--- config.mk ---
export PLATFORM = sky130hd
export DESIGN_NAME = maze_bitmap_store
export DESIGN_NICKNAME = d
export VERILOG_FILES = /design/src/rtl/maze_bitmap_store_pkg.sv /design/src/rtl/maze_pixel_lookup.sv /design/src/rtl/maze_bitmap_store.sv
export SDC_FILE = /design/constraint.sdc
export NUM_CORES = 2
export LEC_CHECK = 0
export CAP_MARGIN = 25
export CORE_ASPECT_RATIO = 1.5
export CORE_UTILIZATION = 57
export CTS_BUF_LIST = sky130_fd_sc_hd__clkbuf_16
export CTS_CLUSTER_DIAMETER = 30
export CTS_CLUSTER_SIZE = 12
export DETAILED_ROUTE_END_ITERATION = 10
export PLACE_DENSITY_LB_ADDON = 0.25
export SYNTH_ARGS = -nofsm -noshare
export SYNTH_HDL_FRONTEND = slang
export SYNTH_SLANG_ARGS = --single-unit
--- constraint.sdc ---
create_clock -name clk -period 2.4 [get_ports clk]
set_input_delay 0.24 -clock clk [delete_from_list [all_inputs] [get_ports clk]]
set_output_delay 0.24 -clock clk [all_outputs]
set_load 0.005 [all_outputs]
--- src/rtl/maze_bitmap_store_pkg.sv ---
// Shared constants and types for the maze bitmap store.
// Holds the default maze geometry, the idle row code and the bus payload types
// used by the top and the pixel lookup pipeline.
package maze_pkg;

    localparam int unsigned ROWS_DEF       = 31;
    localparam int unsigned COLS_DEF       = 28;
    localparam int unsigned TILE_SHIFT_DEF = 3;
    localparam int unsigned X_OFFSET_DEF   = 208;
    localparam int unsigned Y_OFFSET_DEF   = 116;
    localparam int unsigned IDLE_ROW       = 31;

    localparam int unsigned PIX_W = 12;
    localparam int unsigned ROW_W = 32;
    localparam int unsigned IDX_W = 5;

    typedef logic [ROW_W-1:0] row_t;
    typedef logic [IDX_W-1:0] row_idx_t;

endpackage

--- src/rtl/maze_pixel_lookup.sv ---
// Two-stage pixel-to-tile lookup.
// Stage 1 turns (pix_x, pix_y) into a tile row/column plus an inside-maze flag;
// stage 2 reads the selected bit of the active row and registers wall_o.
// Ports:
//   clk, reset_n      clock, synchronous active-low reset
//   pix_x_i, pix_y_i  pixel coordinates
//   pix_de_i          data enable for the coordinates
//   row_sel_o         stage-1 tile row; the owner of the bitmap returns that row
//   row_vec_i         active bitmap row selected by row_sel_o
//   wall_o            pixel is a wall tile, two cycles after pix_*
module maze_pixel_lookup
    import maze_pkg::*;
#(
    parameter int unsigned ROWS       = ROWS_DEF,
    parameter int unsigned COLS       = COLS_DEF,
    parameter int unsigned TILE_SHIFT = TILE_SHIFT_DEF,
    parameter int unsigned X_OFFSET   = X_OFFSET_DEF,
    parameter int unsigned Y_OFFSET   = Y_OFFSET_DEF
) (
    input  logic             clk,
    input  logic             reset_n,
    input  logic [PIX_W-1:0] pix_x_i,
    input  logic [PIX_W-1:0] pix_y_i,
    input  logic             pix_de_i,
    output row_idx_t         row_sel_o,
    input  logic [COLS-1:0]  row_vec_i,
    output logic             wall_o
);

    localparam int unsigned MAZE_W = COLS << TILE_SHIFT;
    localparam int unsigned MAZE_H = ROWS << TILE_SHIFT;

    logic [PIX_W-1:0] dx_c;
    logic [PIX_W-1:0] dy_c;
    logic             inside_c;
    row_idx_t         col_c;
    row_idx_t         row_c;

    logic     de_q;
    logic     inside_q;
    row_idx_t col_q;
    row_idx_t row_q;
    logic     wall_q;

    // Unsigned wrap-around makes pixels left of / above the maze look far outside.
    assign dx_c     = pix_x_i - PIX_W'(X_OFFSET);
    assign dy_c     = pix_y_i - PIX_W'(Y_OFFSET);
    assign inside_c = (dx_c < PIX_W'(MAZE_W)) && (dy_c < PIX_W'(MAZE_H));
    assign col_c    = IDX_W'(dx_c >> TILE_SHIFT);
    assign row_c    = IDX_W'(dy_c >> TILE_SHIFT);

    // Stage 1: coordinate to tile.
    always_ff @(posedge clk) begin
        if (!reset_n) begin
            de_q     <= 1'b0;
            inside_q <= 1'b0;
            col_q    <= '0;
            row_q    <= '0;
        end else begin
            de_q     <= pix_de_i;
            inside_q <= inside_c;
            col_q    <= col_c;
            row_q    <= row_c;
        end
    end

    // Stage 2: bit select from the active row; col_q only matters when inside_q.
    always_ff @(posedge clk) begin
        if (!reset_n) begin
            wall_q <= 1'b0;
        end else begin
            wall_q <= de_q & inside_q & row_vec_i[col_q];
        end
    end

    assign row_sel_o = row_q;
    assign wall_o    = wall_q;

endmodule

--- src/rtl/maze_bitmap_store.sv ---
// Maze bitmap store: captures software row writes into a shadow bitmap,
// commits the shadow to the active bitmap at frame start, and serves
// per-pixel wall lookups from the active bitmap.
// Ports:
//   clk, reset_n         clock, synchronous active-low reset
//   bg_data              row bitmap, bit c = wall at column c
//   bg_wr                row index, IDLE_ROW when no write is pending
//   frame_start          one-cycle pulse at start of vertical blanking
//   pix_x, pix_y, pix_de pixel stream coordinates and enable
//   wall                 pixel is a wall tile (2-cycle latency)
//   refresh_image        1 once a frame start has passed with no newer write
//   dirty                shadow holds uncommitted writes
module maze_bitmap_store
    import maze_pkg::*;
#(
    parameter int unsigned ROWS       = ROWS_DEF,
    parameter int unsigned COLS       = COLS_DEF,
    parameter int unsigned TILE_SHIFT = TILE_SHIFT_DEF,
    parameter int unsigned X_OFFSET   = X_OFFSET_DEF,
    parameter int unsigned Y_OFFSET   = Y_OFFSET_DEF
) (
    input  logic             clk,
    input  logic             reset_n,
    input  row_t             bg_data,
    input  row_idx_t         bg_wr,
    input  logic             frame_start,
    input  logic [PIX_W-1:0] pix_x,
    input  logic [PIX_W-1:0] pix_y,
    input  logic             pix_de,
    output logic             wall,
    output logic             refresh_image,
    output logic             dirty
);

    logic [COLS-1:0] shadow_q [ROWS];
    logic [COLS-1:0] active_q [ROWS];

    row_idx_t bg_wr_q;
    logic     dirty_q;
    logic     dirty_d;
    logic     refresh_q;
    logic     refresh_d;

    logic            accept_c;
    logic            commit_c;
    row_idx_t        lk_row;
    logic [COLS-1:0] lk_row_vec_c;
    logic            unused_c;

    // Columns at or above COLS are ignored by design.
    assign unused_c = ^bg_data;

    // A write needs an idle cycle before it; holding or hopping rows does nothing.
    assign accept_c = (bg_wr_q == row_idx_t'(IDLE_ROW)) && (bg_wr < row_idx_t'(ROWS));
    assign commit_c = frame_start && dirty_q;

    // Status next-state: a write in the same cycle as frame_start wins.
    always_comb begin
        dirty_d   = dirty_q;
        refresh_d = refresh_q;
        if (accept_c) begin
            dirty_d   = 1'b1;
            refresh_d = 1'b0;
        end else if (frame_start) begin
            dirty_d   = 1'b0;
            refresh_d = 1'b1;
        end
    end

    // Write capture and status registers.
    always_ff @(posedge clk) begin
        if (!reset_n) begin
            bg_wr_q   <= row_idx_t'(IDLE_ROW);
            dirty_q   <= 1'b0;
            refresh_q <= 1'b0;
        end else begin
            bg_wr_q   <= bg_wr;
            dirty_q   <= dirty_d;
            refresh_q <= refresh_d;
        end
    end

    // Shadow and active bitmaps; the commit copies the pre-write shadow.
    always_ff @(posedge clk) begin
        if (!reset_n) begin
            for (int r = 0; r < int'(ROWS); r++) begin
                shadow_q[r] <= '0;
                active_q[r] <= '0;
            end
        end else begin
            if (accept_c) begin
                shadow_q[bg_wr] <= bg_data[COLS-1:0];
            end
            if (commit_c) begin
                active_q <= shadow_q;
            end
        end
    end

    // Row fetch for the lookup; rows beyond the maze read as empty.
    assign lk_row_vec_c = (lk_row < row_idx_t'(ROWS)) ? active_q[lk_row] : '0;

    maze_pixel_lookup #(
        .ROWS       (ROWS),
        .COLS       (COLS),
        .TILE_SHIFT (TILE_SHIFT),
        .X_OFFSET   (X_OFFSET),
        .Y_OFFSET   (Y_OFFSET)
    ) u_lookup (
        .clk       (clk),
        .reset_n   (reset_n),
        .pix_x_i   (pix_x),
        .pix_y_i   (pix_y),
        .pix_de_i  (pix_de),
        .row_sel_o (lk_row),
        .row_vec_i (lk_row_vec_c),
        .wall_o    (wall)
    );

    assign refresh_image = refresh_q;
    assign dirty         = dirty_q;

endmodule

==> summary.md <==
| Metric | Value |
|---|---|
| Area leader, netlist | `dfxtp_1` |
| Via count | `approximately 62,000` |
| Met1 Usage GRT | `0.4317` |
| Commonest cells in the netlist | `nand2_1, dfxtp_1, a21boi_0` |
| Area delta synth->final | `19.80%` |
| Synth Flop Type | `dfxtp_1` |
| Setup WS post-layout | `-0.4890 ns` |
| Fill cell count | `9,436` |
| Die area | `128,500 µm²` |
| DP HPWL | `154,800 µm` |
| Synthesized cell area | `72,440 µm²` |
| Hold/Removal Path Class | `input port to register` |
| Worst Hold Launch | `pix_x[4]` |
| Detailed Route WL | `248,100 µm` |
| Average routed wire per standard cell | `around 24 µm` |
| Synth top area cells | `dfxtp_1, nand2_1, a21boi_0` |
| Multi-input gate area | `approximately 34,000 µm²` |
| CTS Buf Count | `235` |
| Number of max-cap violations | `0` |
| Post-synthesis register bit count | `1,756` |
| Seq/Total Area, Yosys | `0.4853` |
| CTS sink count | `1,756` |
| ANT nets after route | `0` |
| Drt via density | `a little under 6` |
| Violated checks | `setup timing` |
| Critical path type | `register to register` |
| Clock power frac | `0.518` |
| Relative slew slack | `0.3692` |
| DRC | `0` |
| GRT busiest layer | `met2` |
| Peak supply drop | `0.6734 mV` |
| CTS Buffer Depth | `3` |
| Clk_lat worst skew | `0.87 ns` |
| Critical Path AT | `3.58 ns` |
| Gpl congestion | `1.022` |
| PD cells | `810.6 nW/µm²` |
| Clock Tree Root | `clkbuf_16` |
| Critical Path Fanout Max | `10` |
| Width of the die | `293.1 µm` |
| Initial drt markers | `6,091` |
| Placed inst area | `77,340 µm²` |
| Count leader, synth | `nand2_1` |
| Setup violators final | `1` |
| # rows | `159` |
| Final instance area | `86,780 µm²` |
| Max Slew Vio Count | `0` |
| Leak Pwr | `29.03 nW` |
| Largest net degree at the start of global routing | `around 230` |
| First-pass GRT wire length | `around 370,000 µm` |
| Crit path capture type | `register` |
| Final-report hold violation count | `0` |
| Initial Utilization | `0.5771` |
| Fin crit share | `1.204` |
| I/O pin count | `68` |
| CTS tree | `built` |
| Post-layout minimum cycle time | `roughly 2.9 ns` |
| Net Sw Frac | `0.2438` |
| Crit path from | `u_lookup.row_sel_o[0]$_SDFF_PN0_` |
| # placed instances | `about 10,000` |
| Gate power share | `0.065` |
| Layout Nets | `8,638` |
| Die height | `438.6 µm` |
| Number of synthesized flops with an enable pin | `0` |
| Worst-path clk slew | `0.06 ns` |
| GRT overflow | `0` |
| Post-layout power | `70.35 mW` |
| Sequential share of power | `0.417` |
| Antenna violations before repair | `8` |
| Fmax | `346.1 MHz` |
| First drt pass iteration count | `7` |
| NetSw | `17.15 mW` |
| Register Area | `35,170 µm²` |
| Req. time, crit path | `between 3 and 4 ns` |
| Share of post-route cells with drive strength above 1 | `0.1319` |
| H-Tree Depth | `4` |
| GR Util met2 | `0.6207` |
| Int Power | `approximately 53 mW` |
| Core Util, Final | `0.6913` |
| Status | `finished with violations` |
| Ys async rst share | `0` |
| Post-place setup slack | `-0.7083 ns` |
| Finished Layout Cells | `10,460` |
| Syn. warnings | `0` |
| Syn Nets | `8,532` |
| IO Port Bufs | `58` |
| Slew @ Worst Pin | `0.9443 ns` |
| Gr usage total | `0.3806` |
| Worst r2r src | `u_lookup.row_sel_o[0]$_SDFF_PN0_` |
| Startpoint Class | `register` |
| Library cells used by synthesis | `between 70 and 80` |
| Vias in the first global route | `60,250` |
| Mapped Avg Cell Area | `about 8.6 µm²` |
| Met3 Track Usage GR | `0.07178` |
| RSZ-0062 raised after global routing | `true` |
| Clk_skew | `0.04953 ns` |
| Post-synth top area share | `0.4853` |
| CORE AREA | `125,500 µm²` |
| Syn Inst Count | `between 8,000 and 9,000` |
cells by family (layout without fill, tap and decap cells):
logic type	Yosys count	after routing	synth area share
AO/OA/AOI/OAI	1931	1931	0.2009
XOR/XNOR	6	6	0.0007254
adder cells (fa/ha/maj)	2	2	0.0003454
buffers and inverters	740	1046	0.04413
flip-flops	1756	1756	0.4853
multiplexers	297	297	0.07018
other	0	2	0
AND/OR/NAND/NOR	3733	3733	0.1985
routing by layer:
metal  vias up  share of wire
met5         -        0.00014
met4         6          0.093
met3       941          0.081
met2      2924           0.47
met1     29770           0.36
li1      28180              -
state kept, by name, indices dropped and copies added, names as in the netlist:
name	count
active_q	868
bg_wr_q	5
dirty	1
refresh_image	1
shadow_q	868
u_lookup.col_q	5
u_lookup.de_q	1
u_lookup.inside_q	1
u_lookup.row_sel_o	5
u_lookup.wall_o	1
power by group through the flow:
stage | sequential (mW) | combinational, mW | clock (mW)
floorplan | 29.9 | 2.21 | 0
global placement | 30.0 | 4.09 | 0
detailed placement | 30.0 | 4.11 | 0
CTS | 29.3 | 4.29 | 36.5
global route | 29.3 | 4.64 | 37.9
finish | 29.3 | 4.58 | 36.4
what timing repair did:
item | 4_1_cts | 5_1_grt
buffers inserted | 16 | 27
endpoints found under the setup margin | 1 | 4
resized for setup | 46 | 53
cloned | 4 | 0
pin swaps | 9 | 16
hold endpoints to repair | 303 | 0
hold buffers | 25 | 0
final timing paths:
check             depth (start not counted)  slack, ns                      endpoint
setup / recovery                         12      -0.49    u_lookup.wall_o$_SDFF_PN0_
hold / removal                            2       0.05  u_lookup.col_q[1]$_SDFF_PN0_
setup reg to reg                         12      -0.49    u_lookup.wall_o$_SDFF_PN0_
hold reg to reg                           2       0.42     active_q[30]$_SDFFE_PN0P_
area by class of cell:
class / count / area share
flip-flops and latches: 1756 / 0.4052
multi-input cells: 5969 / 0.3960
well taps: 1690 / 0.02437
clock buffers: 237 / 0.06834
repair buffers: 597 / 0.07823
diodes: 2 / 0.00005767
clock inverters: 200 / 0.02725
inverters: 12 / 0.0005190
through the flow:
stage	hold WS [ns]	TNS (ns)
after floorplan	0.3116	0
after global placement	0.4443	-4.804
after detailed placement	0.4535	-8.018
after CTS	0.007486	-0.3419
after global routing	0.04397	-0.5274
final	0.04891	-0.4890
worst max-delay path, stage by stage, from the launching register on:
cell,delay (ns)
dfxtp_4,0.40
buf_12,0.12
buf_12,0.15
buf_16,0.15
buf_12,0.13
mux4_2,0.52
mux2i_4,0.23
buf_6,0.14
nand4_1,0.33
nand4_1,0.23
nor4bb_1,0.08
o22ai_1,0.11
o211ai_1,0.11
placed cells by master (no fill, tap or decap), drive strengths merged, types with 7 or more instances in the layout:
| cell type | count |
|---|---|
| o22ai | 12 |
| nor2 | 43 |
| dlygate4sd3 | 25 |
| nand2b | 16 |
| buf | 538 |
| clkinv | 85 |
| bufinv | 36 |
| a221o | 15 |
| o211ai | 9 |
| nor3 | 14 |
| clkinvlp | 21 |
| a31oi | 10 |
| a21boi | 1737 |
| mux4 | 156 |
| o21ai | 14 |
| nand2 | 3547 |
| a221oi | 31 |
| mux2 | 26 |
| nor3b | 7 |
| inv | 70 |
| a21oi | 14 |
| dfxtp | 1756 |
| nand3 | 16 |
| nor2b | 15 |
| nand4 | 7 |
| mux2i | 115 |
| a22oi | 29 |
| clkbuf | 237 |
| and2 | 38 |
| clkdlybuf4s50 | 31 |
Note: power is estimated with default switching activity, not from simulation.
